[config.mk]
export PLATFORM = sky130hd
export DESIGN_NAME = zion_basic_circuit_lib_dat_unpack_flat
export DESIGN_NICKNAME = d
export VERILOG_FILES = /design/src/rtl/zion_basic_circuit_lib_dat_unpack_if.sv /design/src/rtl/zion_basic_circuit_lib_dat_unpack.sv /design/src/flat_wrapper.sv
export SDC_FILE = /design/constraint.sdc
export NUM_CORES = 1
export LEC_CHECK = 0
export ABC_CLOCK_PERIOD_IN_PS = 2590
export CAP_MARGIN = 20
export CORE_MARGIN = 1
export CORE_UTILIZATION = 30
export CTS_CLUSTER_DIAMETER = 50
export CTS_CLUSTER_SIZE = 12
export DETAILED_ROUTE_END_ITERATION = 12
export GPL_ROUTABILITY_DRIVEN = 1
export MAX_ROUTING_LAYER = met4
export REMOVE_ABC_BUFFERS = 1
export SLEW_MARGIN = 20
export SYNTH_ARGS = -nofsm -noshare
export SYNTH_HDL_FRONTEND = slang
export SYNTH_SLANG_ARGS = --single-unit
[constraint.sdc]
create_clock -name clk -period 2.59 [get_ports clk]
set_clock_uncertainty 0.2 [all_clocks]
set_input_delay 0.3885 -clock clk [delete_from_list [all_inputs] [get_ports clk]]
set_output_delay 0.3885 -clock clk [all_outputs]
set_load 0.005 [all_outputs]
[src/rtl/zion_basic_circuit_lib_dat_unpack_if.sv]
// Handshake bundle for the wide-to-narrow unpacker.
// The slave modport is the unpacker's view; the master modport is the view
// of whatever drives words in and consumes slices out.
interface zion_basic_circuit_lib_dat_unpack_if #(
    parameter int WIDTH_DATA_IN  = 64,
    parameter int WIDTH_DATA_OUT = 16
);
    localparam int WIDTH_ADDR = $clog2(WIDTH_DATA_IN / WIDTH_DATA_OUT);

    logic                      iVld;
    logic                      oRdy;
    logic [WIDTH_DATA_IN-1:0]  iDat;
    logic [WIDTH_ADDR-1:0]     iLen;
    logic                      oVld;
    logic                      iRdy;
    logic [WIDTH_DATA_OUT-1:0] oDat;
    logic [WIDTH_ADDR-1:0]     oAddr;
    logic                      oLast;

    modport slave (
        input  iVld, iDat, iLen, iRdy,
        output oRdy, oVld, oDat, oAddr, oLast
    );

    modport master (
        output iVld, iDat, iLen, iRdy,
        input  oRdy, oVld, oDat, oAddr, oLast
    );
endinterface

[src/rtl/zion_basic_circuit_lib_dat_unpack.sv]
// Sequential wide-to-narrow unpacker: accepts one wide word per input
// handshake and presents it as 1..N narrow slices, one per output handshake.
// All slice outputs are registered, so nothing on the input side reaches
// oVld/oDat combinationally; only oRdy looks at the downstream iRdy so a new
// word can be taken in the same cycle the last slice leaves.
module zion_basic_circuit_lib_dat_unpack #(
    parameter int WIDTH_DATA_IN  = 64,
    parameter int WIDTH_DATA_OUT = 16,
    parameter int ADDR_TYPE      = 1
) (
    input  logic clk,
    input  logic rst_n,
    zion_basic_circuit_lib_dat_unpack_if.slave bus
);
    localparam int N          = WIDTH_DATA_IN / WIDTH_DATA_OUT;
    localparam int WIDTH_ADDR = $clog2(N);
    localparam logic [WIDTH_ADDR-1:0] LAST_IDX = WIDTH_ADDR'(N - 1);

    if ((WIDTH_DATA_OUT < 1) || (WIDTH_DATA_IN % WIDTH_DATA_OUT != 0) ||
        (N < 2) || (ADDR_TYPE < 0) || (ADDR_TYPE > 1)) begin : g_bad_params
        $error("zion_basic_circuit_lib_dat_unpack: illegal parameter combination");
    end

    typedef enum logic {
        IDLE,
        SEND
    } state_t;

    state_t                    state;
    logic [WIDTH_DATA_IN-1:0]  hold;
    logic [WIDTH_ADDR-1:0]     count;
    logic [WIDTH_ADDR-1:0]     len;
    logic                      out_vld;
    logic [WIDTH_DATA_OUT-1:0] out_dat;
    logic [WIDTH_ADDR-1:0]     out_addr;
    logic                      out_last;

    logic                      take;
    logic                      give;
    logic                      rdy;
    logic [WIDTH_ADDR-1:0]     len_clamped;
    logic [WIDTH_ADDR-1:0]     count_next;

    // Map a position in the emission order to the slice index in the word.
    function automatic logic [WIDTH_ADDR-1:0] slice_idx(input logic [WIDTH_ADDR-1:0] pos);
        if (ADDR_TYPE == 1) begin
            return pos;
        end
        return LAST_IDX - pos;
    endfunction

    // Extract one narrow slice from a wide word.
    function automatic logic [WIDTH_DATA_OUT-1:0] slice_of(input logic [WIDTH_DATA_IN-1:0] word,
                                                          input logic [WIDTH_ADDR-1:0]    idx);
        return word[int'(idx) * WIDTH_DATA_OUT +: WIDTH_DATA_OUT];
    endfunction

    // Handshake qualifiers; a new word may enter as the last slice drains.
    always_comb begin
        rdy         = (state == IDLE) | (out_vld & bus.iRdy & out_last);
        take        = bus.iVld & rdy;
        give        = out_vld & bus.iRdy;
        len_clamped = (bus.iLen > LAST_IDX) ? LAST_IDX : bus.iLen;
        count_next  = count + WIDTH_ADDR'(1);
    end

    // Unpacker FSM with registered slice outputs.
    always_ff @(posedge clk or negedge rst_n) begin
        if (!rst_n) begin
            state    <= IDLE;
            hold     <= '0;
            count    <= '0;
            len      <= '0;
            out_vld  <= 1'b0;
            out_dat  <= '0;
            out_addr <= '0;
            out_last <= 1'b0;
        end else if (take) begin
            state    <= SEND;
            hold     <= bus.iDat;
            len      <= len_clamped;
            count    <= '0;
            out_vld  <= 1'b1;
            out_dat  <= slice_of(bus.iDat, slice_idx('0));
            out_addr <= slice_idx('0);
            out_last <= (len_clamped == '0);
        end else if (give) begin
            if (out_last) begin
                state   <= IDLE;
                out_vld <= 1'b0;
            end else begin
                count    <= count_next;
                out_dat  <= slice_of(hold, slice_idx(count_next));
                out_addr <= slice_idx(count_next);
                out_last <= (count_next == len);
            end
        end
    end

    assign bus.oRdy  = rdy;
    assign bus.oVld  = out_vld;
    assign bus.oDat  = out_dat;
    assign bus.oAddr = out_addr;
    assign bus.oLast = out_last;
endmodule

[src/flat_wrapper.sv]
// flat-port wrapper written by rule: the top's interface ports become plain ports
module zion_basic_circuit_lib_dat_unpack_flat 
#(
    parameter int WIDTH_DATA_IN  = 64,
    parameter int WIDTH_DATA_OUT = 16,
    parameter int ADDR_TYPE      = 1
)
  (clk, rst_n, bus_iVld, bus_iDat, bus_iLen, bus_iRdy, bus_oRdy, bus_oVld, bus_oDat, bus_oAddr, bus_oLast);
  zion_basic_circuit_lib_dat_unpack_if #(.WIDTH_DATA_IN(WIDTH_DATA_IN), .WIDTH_DATA_OUT(WIDTH_DATA_OUT)) bus_i ();
  input  logic clk;
  input  logic rst_n;
  input wire logic [$bits(bus_i.iVld)-1:0] bus_iVld;
  input wire logic [$bits(bus_i.iDat)-1:0] bus_iDat;
  input wire logic [$bits(bus_i.iLen)-1:0] bus_iLen;
  input wire logic [$bits(bus_i.iRdy)-1:0] bus_iRdy;
  output wire logic [$bits(bus_i.oRdy)-1:0] bus_oRdy;
  output wire logic [$bits(bus_i.oVld)-1:0] bus_oVld;
  output wire logic [$bits(bus_i.oDat)-1:0] bus_oDat;
  output wire logic [$bits(bus_i.oAddr)-1:0] bus_oAddr;
  output wire logic [$bits(bus_i.oLast)-1:0] bus_oLast;
  assign bus_i.iVld = bus_iVld;
  assign bus_i.iDat = bus_iDat;
  assign bus_i.iLen = bus_iLen;
  assign bus_i.iRdy = bus_iRdy;
  assign bus_oRdy = bus_i.oRdy;
  assign bus_oVld = bus_i.oVld;
  assign bus_oDat = bus_i.oDat;
  assign bus_oAddr = bus_i.oAddr;
  assign bus_oLast = bus_i.oLast;
  zion_basic_circuit_lib_dat_unpack #(.WIDTH_DATA_IN(WIDTH_DATA_IN), .WIDTH_DATA_OUT(WIDTH_DATA_OUT), .ADDR_TYPE(ADDR_TYPE)) u_core (.clk(clk), .rst_n(rst_n), .bus(bus_i));
endmodule
==> key figures, run 1 <==
Run status
  • Status: finished, final reports clean

Routing
  • Iteration-0 DRC count of the detailed router: 76
  • Vias: 2374
  • Antenna-violating nets left: 0
  • Number of remaining DRC errors: 0
  • Wire per inst: 17.65 µm
  • Drt pass-1 iters: 4
  • Routed vias/inst: 4.583
  • Final wirelength: 9141 µm

Clocking
  • Clock latency on the worst-skew pair: 340 ps
  • CTS hold repair buffers: 1
  • Clk buf depth: 2
  • TritonCTS buffer count: 9
  • Num Clock Sinks: 86
  • CTS tree: done
  • Post-CTS Setup Inserts: 0
  • CTS Root Cell: clkbuf_16
  • CTS resizes: 0
  • Clock-pin transition on the worst setup and hold timing paths: 60 ps
  • H-Tree Depth: 3

Timing
  • Hold WS: 279.8 ps
  • Fin crit period: 2338 ps
  • Final Hold Fails: 0
  • Rel. slew slack: 0.4119
  • Fin. max-slew vios: 0
  • Fin worst setup slack: 251.9 ps
  • Final period util: 0.9027
  • Peak Freq: 427.7 MHz
  • Setup-failing EPs final: 0
  • Total negative slack: 0 ps
  • Least-Margin Pin Slew: 882.2 ps
  • RSZ-0062 raised after global routing: no

Floorplanning
  • Die height: 118.2 µm
  • Die W: 118.2 µm
  • Die area: 13970 µm²
  • Core area: 13190 µm²
  • Top Ports: 91
  • Rows: 42
  • Initial Util: 0.3072

Logic synthesis
  • Main area contributors after synthesis: dfrtp_1 53%, mux2_4 22%, mux4_2 8.9%
  • Area of the mapped netlist: 4051 µm²
  • Post-synth cell types: 28
  • Largest family of logic cells by synthesized area: multiplexers
  • Synth Flop Type: dfrtp_1
  • Compound-gate portion of the synthesized area: 0.04941
  • Ys async rst share: 1.000
  • Cell taking the most area after synthesis: dfrtp_1
  • Post-synth top area share: 0.5312
  • Synth Instances: 236
  • Synth Area per Inst: 17.17 µm²
  • Flops & latches, synth: 86
  • Post-synthesis mux area share: 0.3471
  • Post-Synth Adder-Cell Area: 0
  • Sequential area share after synthesis: 0.5312
  • Number of synthesized flops with an enable pin: 0
  • Synthesis Warnings: 0
  • Simple-gate share of the synthesized area: 0.03613
  • Post-Synth XOR/XNOR Area: 0.002162

Critical path
  • Slowest CP cell: dfrtp_2
  • CP bufs+invs: 2
  • Worst Path Required: 2000 ps
  • CP delay by family, top: buffers and inverters
  • Crit Path Class: reg2out
  • Crit. End Element: output pin
  • CP arrival: 1750 ps
  • Critical Path Source Type: flop
  • CP peak stage delay: 610 ps
  • CP max FO: 10
  • Critical-path cell list: buf_4, clkdlybuf4s50_1

Global route
  • Total GRT Usage: 0.1466
  • Vias in the first global route: 2586
  • First-pass GRT wire length: 14680 µm
  • Pin count of the biggest net entering global routing: 39
  • Grt ovf: 0
  • Initial antenna violation count: 0

Placed design
  • Final Wtd Congestion: 0.7556
  • Placed Cells: 501
  • Pre-CTS setup slack: 173.4 ps
  • Post-DP HPWL: 6231 µm
  • I/O Buffers: 90

Pwr
  • Max VDD drop: 451.9 µV
  • Lkg Pwr: 2.324 nW
  • Tot Pwr: 0.006212 W
  • P per Cell Area: 1112 nW/µm²

Finish
  • Non-filler instance count after layout: 518
  • Nets: 407
  • Inserted Diodes: 0
  • Share of cells above drive strength 1: 0.3567
  • Syn-to-layout area delta: 37.89%

Run
  • Max Cap Viol: 0

Min path
  • Hold Crit Class: reg2reg
[final cells by class]
class | count | area, µm²
clock inverters | 3 | 65.06
fillers | 1209 | 7604
well taps | 176 | 220.2
repair buffers | 104 | 1106
flip-flops and latches | 86 | 2153
clock buffers | 13 | 270.3
multi-input cells | 134 | 1764
inverters | 2 | 7.507
[stage by stage]
step | area, µm² | util
final | 5587 | 0.4235
after floorplan | 3921 | -
after global routing | 5587 | 0.4235
after detailed placement | 5241 | 0.3974
after CTS | 5587 | 0.4235
after global placement | 5241 | 0.3974
[synthesized netlist by cell type (all sizes together), types with 2 or more instances]
cell type	count
mux4	16
buf	12
dfrtp	86
nor2b	6
inv	2
o221a	8
nand2	3
a221o	5
mux2	72
nand4b	2
clkbuf	2
a21o	2
or2	8
[sequential cells by signal (all words and copies together) (netlist names)]
signal	flops
u_core.bus.oAddr	2
u_core.bus.oDat	16
u_core.bus.oLast	1
u_core.bus.oVld	1
u_core.hold	64
u_core.len	2
[worst paths after layout]
check	start	to	slack, ps	cells past startpoint
min in group asynchronous	rst_n	u_core.hold[31]	370	2
min	u_core.hold[41]	u_core.hold[41]	280	1
max in group asynchronous	rst_n	u_core.hold[25]	1230	3
max	u_core.bus.oAddr[1]	bus_oAddr[1]	250	2
min reg2reg	u_core.hold[41]	u_core.hold[41]	280	1
max reg2reg	u_core.bus.oAddr[1]	u_core.bus.oDat[0]	470	4
[logic make-up after synthesis]
| kind of cell | count (synthesis) |
|---|---|
| AO/OA/AOI/OAI | 21 |
| buffers and inverters | 16 |
| AND/OR/NAND/NOR | 23 |
| multiplexers | 89 |
| XOR/XNOR | 1 |
| flip-flops | 86 |
[where the power goes]
part	total, W	switching, W	internal (W)
combinational	0.00237	0.000697	0.00167
sequential	0.00240	0.000426	0.00197
clock	0.00144	0.000520	0.000923
[layout by cell type (no fill, tap or decap)]
master / synthesis / final
clkbuf_1: 2 / 1
mux4_2: 16 / 16
dfrtp_2: 0 / 1
o22ai_1: 1 / 1
nor4bb_1: 1 / 1
mux2_1: 6 / 6
xnor2_1: 1 / 1
bufinv_16: 0 / 2
or2_1: 8 / 8
a21bo_2: 1 / 1
clkbuf_8: 0 / 3
mux2_2: 6 / 6
nand4b_1: 2 / 2
nand2b_1: 1 / 1
nor2b_1: 6 / 6
o31a_1: 1 / 1
o221a_2: 8 / 8
o211ai_1: 1 / 1
buf_4: 0 / 6
clkinv_2: 0 / 1
dfrtp_1: 86 / 85
mux2i_1: 1 / 1
clkbuf_16: 0 / 9
a21oi_1: 1 / 1
nand2_1: 3 / 3
clkdlybuf4s50_1: 0 / 89
nand3b_1: 1 / 1
a21o_1: 2 / 2
dlygate4sd3_1: 0 / 1
inv_1: 2 / 2
a211oi_1: 1 / 1
and2_4: 0 / 1
a221o_1: 5 / 5
mux2_4: 60 / 60
buf_12: 0 / 8
[metal layers]
metal,share of wire,track usage
met5,0,-
met4,0.0083,0.03846
met3,0.053,0.05309
met2,0.46,0.2136
met1,0.48,0.1926
Note: power is estimated with default switching activity, not from simulation.
==> run 2, diff against run 1 <==
Settings changed: PLACE_DENSITY from default to 0.51.
==> run 2 against run 1 <==
  * Register-to-register slack better by 110 ps
  * Maximum frequency is 2.8% higher
  * Wire length is 0.79% lower
  * Die area stayed put
  * Final cell count is 0.19% lower
  * Non-clock buffer count is 1 lower
==> key figures, run 2 (synthesis gave the netlist of run 1 again) <==
Floorplanning
  • Core area: 13190 µm² (unchanged)
  • Die height: 118.2 µm (unchanged)
  • Initial Util: 0.3072 (unchanged)
  • Top Ports: 91 (unchanged)
  • Die W: 118.2 µm (unchanged)
  • Rows: 42 (unchanged)
  • Die area: 13970 µm² (unchanged)

Global route
  • Total GRT Usage: 0.1445 (-0.002150)
  • Pin count of the biggest net entering global routing: 46 (+18%)
  • Vias in the first global route: 2617 (+1.2%)
  • Initial antenna violation count: 0 (unchanged)
  • Grt ovf: 0 (unchanged)
  • First-pass GRT wire length: 14760 µm (+0.57%)

Pwr
  • P per Cell Area: 1093 nW/µm² (-1.7%)
  • Lkg Pwr: 2.288 nW (-1.5%)
  • P_int: 0.004391 W (-3.9%)
  • Comb pwr share: 0.390 (+0.008)
  • Switching Power: 0.001636 W (-0.42%)
  • Max VDD drop: 507.0 µV (+12%)
  • Clock share of power: 0.219 (-0.013)
  • Reg power frac: 0.391 (+0.005)
  • Sw Ratio: 0.2714 (+0.007039)

Placed design
  • Post-DP HPWL: 6135 µm (-1.5%)
  • Area after DPL: 5195 µm² (-0.88%)
  • I/O Buffers: 90 (unchanged)
  • Final Wtd Congestion: 0.7191 (-4.8%)
  • Pre-CTS setup slack: 159.7 ps (-13.68 ps)

Finish
  • Syn-to-layout area delta: 36.04%
  • Fill count: 1228 (+1.6%)
  • Commonest non-fill, non-tap cell in the layout: clkdlybuf4s50_1
  • Largest register FFs: 64 (unchanged)
  • Nets: 406 (-0.25%)
  • Footprint of the multi-input gates: 1764 µm² (unchanged)
  • Inserted Diodes: 0 (unchanged)
  • Final core utilization: 0.4179 (-0.005692)
  • Final instance area: 5512 µm² (-1.3%)
  • Seq. cell area: 2152 µm² (about the same)
  • Reg with most FFs: u_core.hold
  • Share of cells above drive strength 1: 0.3548 (-0.001886)
  • Most frequent cells in the layout: 89 x clkdlybuf4s50_1, 86 x dfrtp_1, 60 x mux2_4

Timing
  • Final period util: 0.8783 (-0.02447)
  • Fin. max-slew vios: 0 (unchanged)
  • Total negative slack: 0 ps (unchanged)
  • Fin crit period: 2275 ps (-63.38 ps)
  • Final Hold Fails: 0 (unchanged)
  • Rel. slew slack: 0.3649 (-0.04696)
  • Least-Margin Pin Slew: 952.6 ps (+70.44 ps)
  • Fin worst setup slack: 315.3 ps (+63.38 ps)
  • Hold WS: 286.6 ps (+6.737 ps)
  • Setup-failing EPs final: 0 (unchanged)
  • Peak Freq: 439.6 MHz (+2.8%)
  • RSZ-0062 raised after global routing: no

Critical path
  • Critical Path Source Type: input port
  • Worst Path Required: 2000 ps (about the same)
  • Crit Path Class: in2out
  • Crit. End Element: output pin
  • CP arrival: 1690 ps (-60 ps)
  • CP max FO: 6 (-4)

Clocking
  • Num Clock Sinks: 86 (unchanged)
  • CTS Root Cell: clkbuf_16
  • TritonCTS buffer count: 9 (unchanged)
  • Post-CTS Setup Inserts: 0 (unchanged)
  • Clock latency on the worst-skew pair: 340 ps (about the same)
  • CTS tree: done
  • CTS resizes: 0 (unchanged)
  • Clk buf depth: 2 (unchanged)
  • Clock-pin transition on the worst setup and hold timing paths: 60 ps (about the same)
  • H-Tree Depth: 3 (unchanged)
  • CTS hold repair buffers: 1 (unchanged)

Routing
  • Final wirelength: 9069 µm (-0.79%)
  • Antenna-violating nets left: 0 (unchanged)
  • Routed vias/inst: 4.615 (+0.70%)
  • Iteration-0 DRC count of the detailed router: 110 (+45%)
  • Drt pass-1 iters: 4 (unchanged)
  • Number of remaining DRC errors: 0 (unchanged)
  • Vias: 2386 (+0.51%)
  • Wire per inst: 17.54 µm (-0.60%)

Min path
  • Hold Crit Class: reg2reg

Run
  • Max Cap Viol: 0 (unchanged)

Run status
  • Status: finished, final reports clean
-- run 2: metal layers --
layer  wire length (µm)  GRT usage
met1               4472     0.2066
met2               4038     0.1993
met3                426    0.03282
met4                131    0.05208
met5                  0          -
-- run 2: power groups by stage --
| stage | Clock [W] | Combinational, W | Sequential (W) |
|---|---|---|---|
| floorplan | 0 | 0.00157 | 0.00233 |
| global placement | 0 | 0.00235 | 0.00238 |
| detailed placement | 0 | 0.00237 | 0.00238 |
| CTS | 0.00135 | 0.00239 | 0.00236 |
| global route | 0.00141 | 0.00253 | 0.00244 |
| finish | 0.00132 | 0.00235 | 0.00236 |
-- run 2: worst max-delay path: stages --
cell,delay [ps]
clkdlybuf4s50_1,570
a21bo_2,220
clkdlybuf4s50_1,510
-- run 2: final timing paths --
| kind | slack, ps | from | end | depth (start not counted) |
|---|---|---|---|---|
| worst max-delay path | 320 | bus_iRdy | bus_oRdy | 3 |
| worst min-delay path | 290 | u_core.hold[42] | u_core.hold[42] | 1 |
| worst max register to register | 580 | u_core.bus.oLast | u_core.bus.oDat[15] | 3 |
| worst min register to register | 290 | u_core.hold[42] | u_core.hold[42] | 1 |
| max in group asynchronous | 1140 | rst_n | u_core.len[0] | 3 |
| min in group asynchronous | 400 | rst_n | u_core.bus.oDat[8] | 2 |
-- run 2: cell type report --
cell class	count	area share
sequential	86	0.3905
tap	176	0.03995
multi-input combinational	134	0.3201
clock buffer	10	0.04336
timing repair buffer	103	0.1925
inverter	2	0.001362
clock inverter	6	0.01226
-- run 2: through the flow --
step	total power [W]	instances
2_1_floorplan	0.003895	222
3_3_place_gp	0.004724	500
3_5_place_dp	0.004745	500
4_1_cts	0.006110	517
5_1_grt	0.006382	517
6_report	0.006026	517
==> run 3, diff against run 2 <==
Settings changed: ABC_AREA from default to 1, CORE_UTILIZATION 30 to 50, PLACE_DENSITY 0.51 to 0.79.
==> run 3 against run 2 <==
  * Synthesized cell count rose by 130%
  * Count of clock-buffer cells in the layout rose by 2
  * Wire length rose by 5.8%
  * Combinational power rose by 8.5%
  * Final cell count rose by 44%
  * Worst setup slack improved by 150 ps
==> key figures, run 3 <==
Logic synthesis
  • Synth Area per Inst: 7.287 µm² (-58%)
  • Number of synthesized flops with an enable pin: 0 (unchanged)
  • Synthesis Warnings: 0 (unchanged)
  • Post-synth cell types: 16 (-43%)
  • Flops & latches, synth: 86 (unchanged)
  • Most frequent cells after synthesis: 405 x nand2_1, 86 x dfrtp_1, 12 x buf_2
  • Count leader, synth: nand2_1
  • Area of the mapped netlist: 4008 µm² (-1.1%)
  • Post-synth top area share: 0.5370 (+0.005804)
  • Cell taking the most area after synthesis: dfrtp_1
  • Ys async rst share: 1.000 (unchanged)
  • Sequential area share after synthesis: 0.5370 (+0.005804)
  • Synth Flop Type: dfrtp_1
  • Synth Instances: 550 (+130%)
  • Main area contributors after synthesis: dfrtp_1 54%, nand2_1 38%, buf_2 1.5%

Routing
  • Antenna-violating nets left: 0 (unchanged)
  • Final wirelength: 9591 µm (+5.8%)
  • Wire per inst: 12.91 µm (-26%)
  • Iteration-0 DRC count of the detailed router: 228 (+110%)
  • Routed vias/inst: 4.876 (+5.7%)
  • Number of remaining DRC errors: 0 (unchanged)
  • Drt pass-1 iters: 5 (+1)
  • Vias: 3623 (+52%)

Pwr
  • P per Cell Area: 1124 nW/µm² (+2.8%)
  • Comb pwr share: 0.439 (+0.049)
  • Reg power frac: 0.415 (+0.024)
  • Max VDD drop: 450.4 µV (-11%)
  • Sw Ratio: 0.4065 (+0.1351)
  • Switching Power: 0.002354 W (+44%)
  • Lkg Pwr: 2.825 nW (+23%)
  • Clock share of power: 0.145 (-0.074)
  • P_int: 0.003438 W (-22%)

Critical path
  • Crit Path Class: in2out
  • CP peak stage delay: 510 ps (-60 ps)
  • Critical Path Source Type: input port
  • CP arrival: 1540 ps (-150 ps)
  • Slowest CP cell: clkdlybuf4s50_1
  • CP delay by family, top: buffers and inverters
  • Critical-path cell list: clkdlybuf4s50_1, nand2_1, nand2_1, clkdlybuf4s50_1
  • CP max FO: 3 (-3)
  • CP bufs+invs: 2 (unchanged)
  • Crit. End Element: output pin
  • Worst Path Required: 2000 ps (about the same)
  • Critical path depth: 4 (+1)
  • Cells on worst reg2reg path: 10 (+7)

Timing
  • Peak Freq: 469.9 MHz (+6.9%)
  • Rel. slew slack: 0.6012 (+0.2363)
  • Final period util: 0.8216 (-0.05663)
  • Setup-failing EPs final: 0 (unchanged)
  • Fin crit period: 2128 ps (-146.7 ps)
  • Fin worst setup slack: 461.9 ps (+146.7 ps)
  • Fin. max-slew vios: 0 (unchanged)
  • Least-Margin Pin Slew: 598.2 ps (-354.4 ps)
  • Final Hold Fails: 0 (unchanged)
  • RSZ-0062 raised after global routing: no
  • Total negative slack: 0 ps (unchanged)

Finish
  • Share of cells above drive strength 1: 0.04992 (-0.3049)
  • Fill count: 682 (-44%)
  • Final instance area: 5154 µm² (-6.5%)
  • Footprint of the multi-input gates: 1649 µm² (-6.5%)
  • Largest register FFs: 64 (unchanged)
  • Most frequent cells in the layout: 405 x nand2_1, 89 x clkdlybuf4s50_1, 86 x dfrtp_1
  • Final core utilization: 0.6669 (+0.2491)
  • Inserted Diodes: 0 (unchanged)
  • Reg with most FFs: u_core.hold
  • Commonest non-fill, non-tap cell in the layout: nand2_1
  • Syn-to-layout area delta: 28.60%
  • Seq. cell area: 2152 µm² (unchanged)
  • Nets: 706 (+74%)

Clocking
  • TritonCTS buffer count: 9 (unchanged)
  • Clock latency on the worst-skew pair: 360 ps (+20 ps)
  • CTS tree: done
  • H-Tree Depth: 3 (unchanged)
  • Num Clock Sinks: 86 (unchanged)
  • Post-CTS Setup Inserts: 0 (unchanged)
  • CTS Root Cell: clkbuf_8
  • Clk buf depth: 2 (unchanged)
  • Clock-pin transition on the worst setup and hold timing paths: 80 ps (+20 ps)

Placed design
  • I/O Buffers: 90 (unchanged)
  • Pre-CTS setup slack: 379.4 ps (+219.7 ps)
  • Final Wtd Congestion: 0.8059 (+12%)
  • Area after DPL: 4976 µm² (-4.2%)
  • Post-DP HPWL: 6515 µm (+6.2%)

Run status
  • Status: finished, final reports clean

Floorplanning
  • Core area: 7727 µm² (-41%)
  • Top Ports: 91 (unchanged)
  • Die area: 8377 µm² (-40%)
  • Die W: 91.53 µm (-23%)
  • Initial Util: 0.5186 (+0.2115)
  • Die height: 91.53 µm (-23%)
  • Rows: 32 (-24%)

Global route
  • Initial antenna violation count: 0 (unchanged)
  • Pin count of the biggest net entering global routing: 78 (+70%)
  • First-pass GRT wire length: 16490 µm (+12%)
  • Grt ovf: 0 (unchanged)
  • Total GRT Usage: 0.2562 (+0.1117)
  • Vias in the first global route: 3557 (+36%)

Min path
  • Hold Crit Class: reg2reg
  • Hold depth: 2 (+1)

Run
  • Max Cap Viol: 0 (unchanged)
==> run 3: final timing paths <==
| kind | from | end | slack (ps) |
|---|---|---|---|
| max reg2reg | u_core.bus.oAddr[0] | u_core.bus.oDat[9] | 730 |
| max in group asynchronous | rst_n | u_core.hold[32] | 1170 |
| min | u_core.hold[33] | u_core.hold[33] | 290 |
| min in group asynchronous | rst_n | u_core.bus.oVld | 370 |
| min reg2reg | u_core.hold[33] | u_core.hold[33] | 290 |
| max | bus_iRdy | bus_oRdy | 460 |
==> run 3: layout make-up <==
type / count / share of cell area
flip-flops and latches: 86 / 0.4176
multi-input cells: 425 / 0.3200
repair buffers: 101 / 0.1957
clock buffers: 12 / 0.02816
well taps: 102 / 0.02476
inverters: 13 / 0.009468
clock inverters: 4 / 0.004370
==> run 3: layer usage <==
layer | up-vias | GRT usage | routed length (µm) | share of wire
met4 | 0 | 0.06481 | 82 | 0.0085
met1 | 1689 | 0.3549 | 4492 | 0.47
met2 | 116 | 0.3885 | 4443 | 0.46
li1 | 1810 | - | - | -
met5 | - | - | 0 | 0
met3 | 8 | 0.05109 | 572 | 0.060
==> run 3: logic make-up (layout without fill, tap and decap cells) <==
kind of cell,after synthesis,in the layout,share of synthesized area
buf+inv,39,130,0.05151
compound gates,11,11,0.01717
flops,86,86,0.5370
simple gates,414,414,0.3943
==> run 3: worst min-delay path, stage by stage (launching register included) <==
cell     delay (ps)
dfrtp_1         350
nand2_1          50
nand2_1          60
==> run 3: repair_timing <==
item	4_1_cts	5_1_grt
gates resized for setup	0	0
endpoints found under the setup margin	0	0
hold buffers	1	0
hold endpoints to repair	43	0
==> run 3: per-stage QoR <==
stage / power, W / std cells / hold WS (ps)
2_1_floorplan: 0.003911 / 524 / -107.1
3_3_place_gp: 0.004844 / 726 / 217.7
3_5_place_dp: 0.004963 / 726 / 231.8
4_1_cts: 0.005822 / 743 / 287.1
5_1_grt: 0.006329 / 743 / 304.8
6_report: 0.005792 / 743 / 285.7
==> run 3: power groups by stage <==
stage          Clock, W  Sequential, W  Combinational (W)
2_1_floorplan         0        0.00235            0.00156
3_3_place_gp          0        0.00239            0.00246
3_5_place_dp          0        0.00241            0.00256
4_1_cts        0.000863        0.00239            0.00257
5_1_grt        0.000927        0.00248            0.00293
6_report       0.000841        0.00241            0.00255
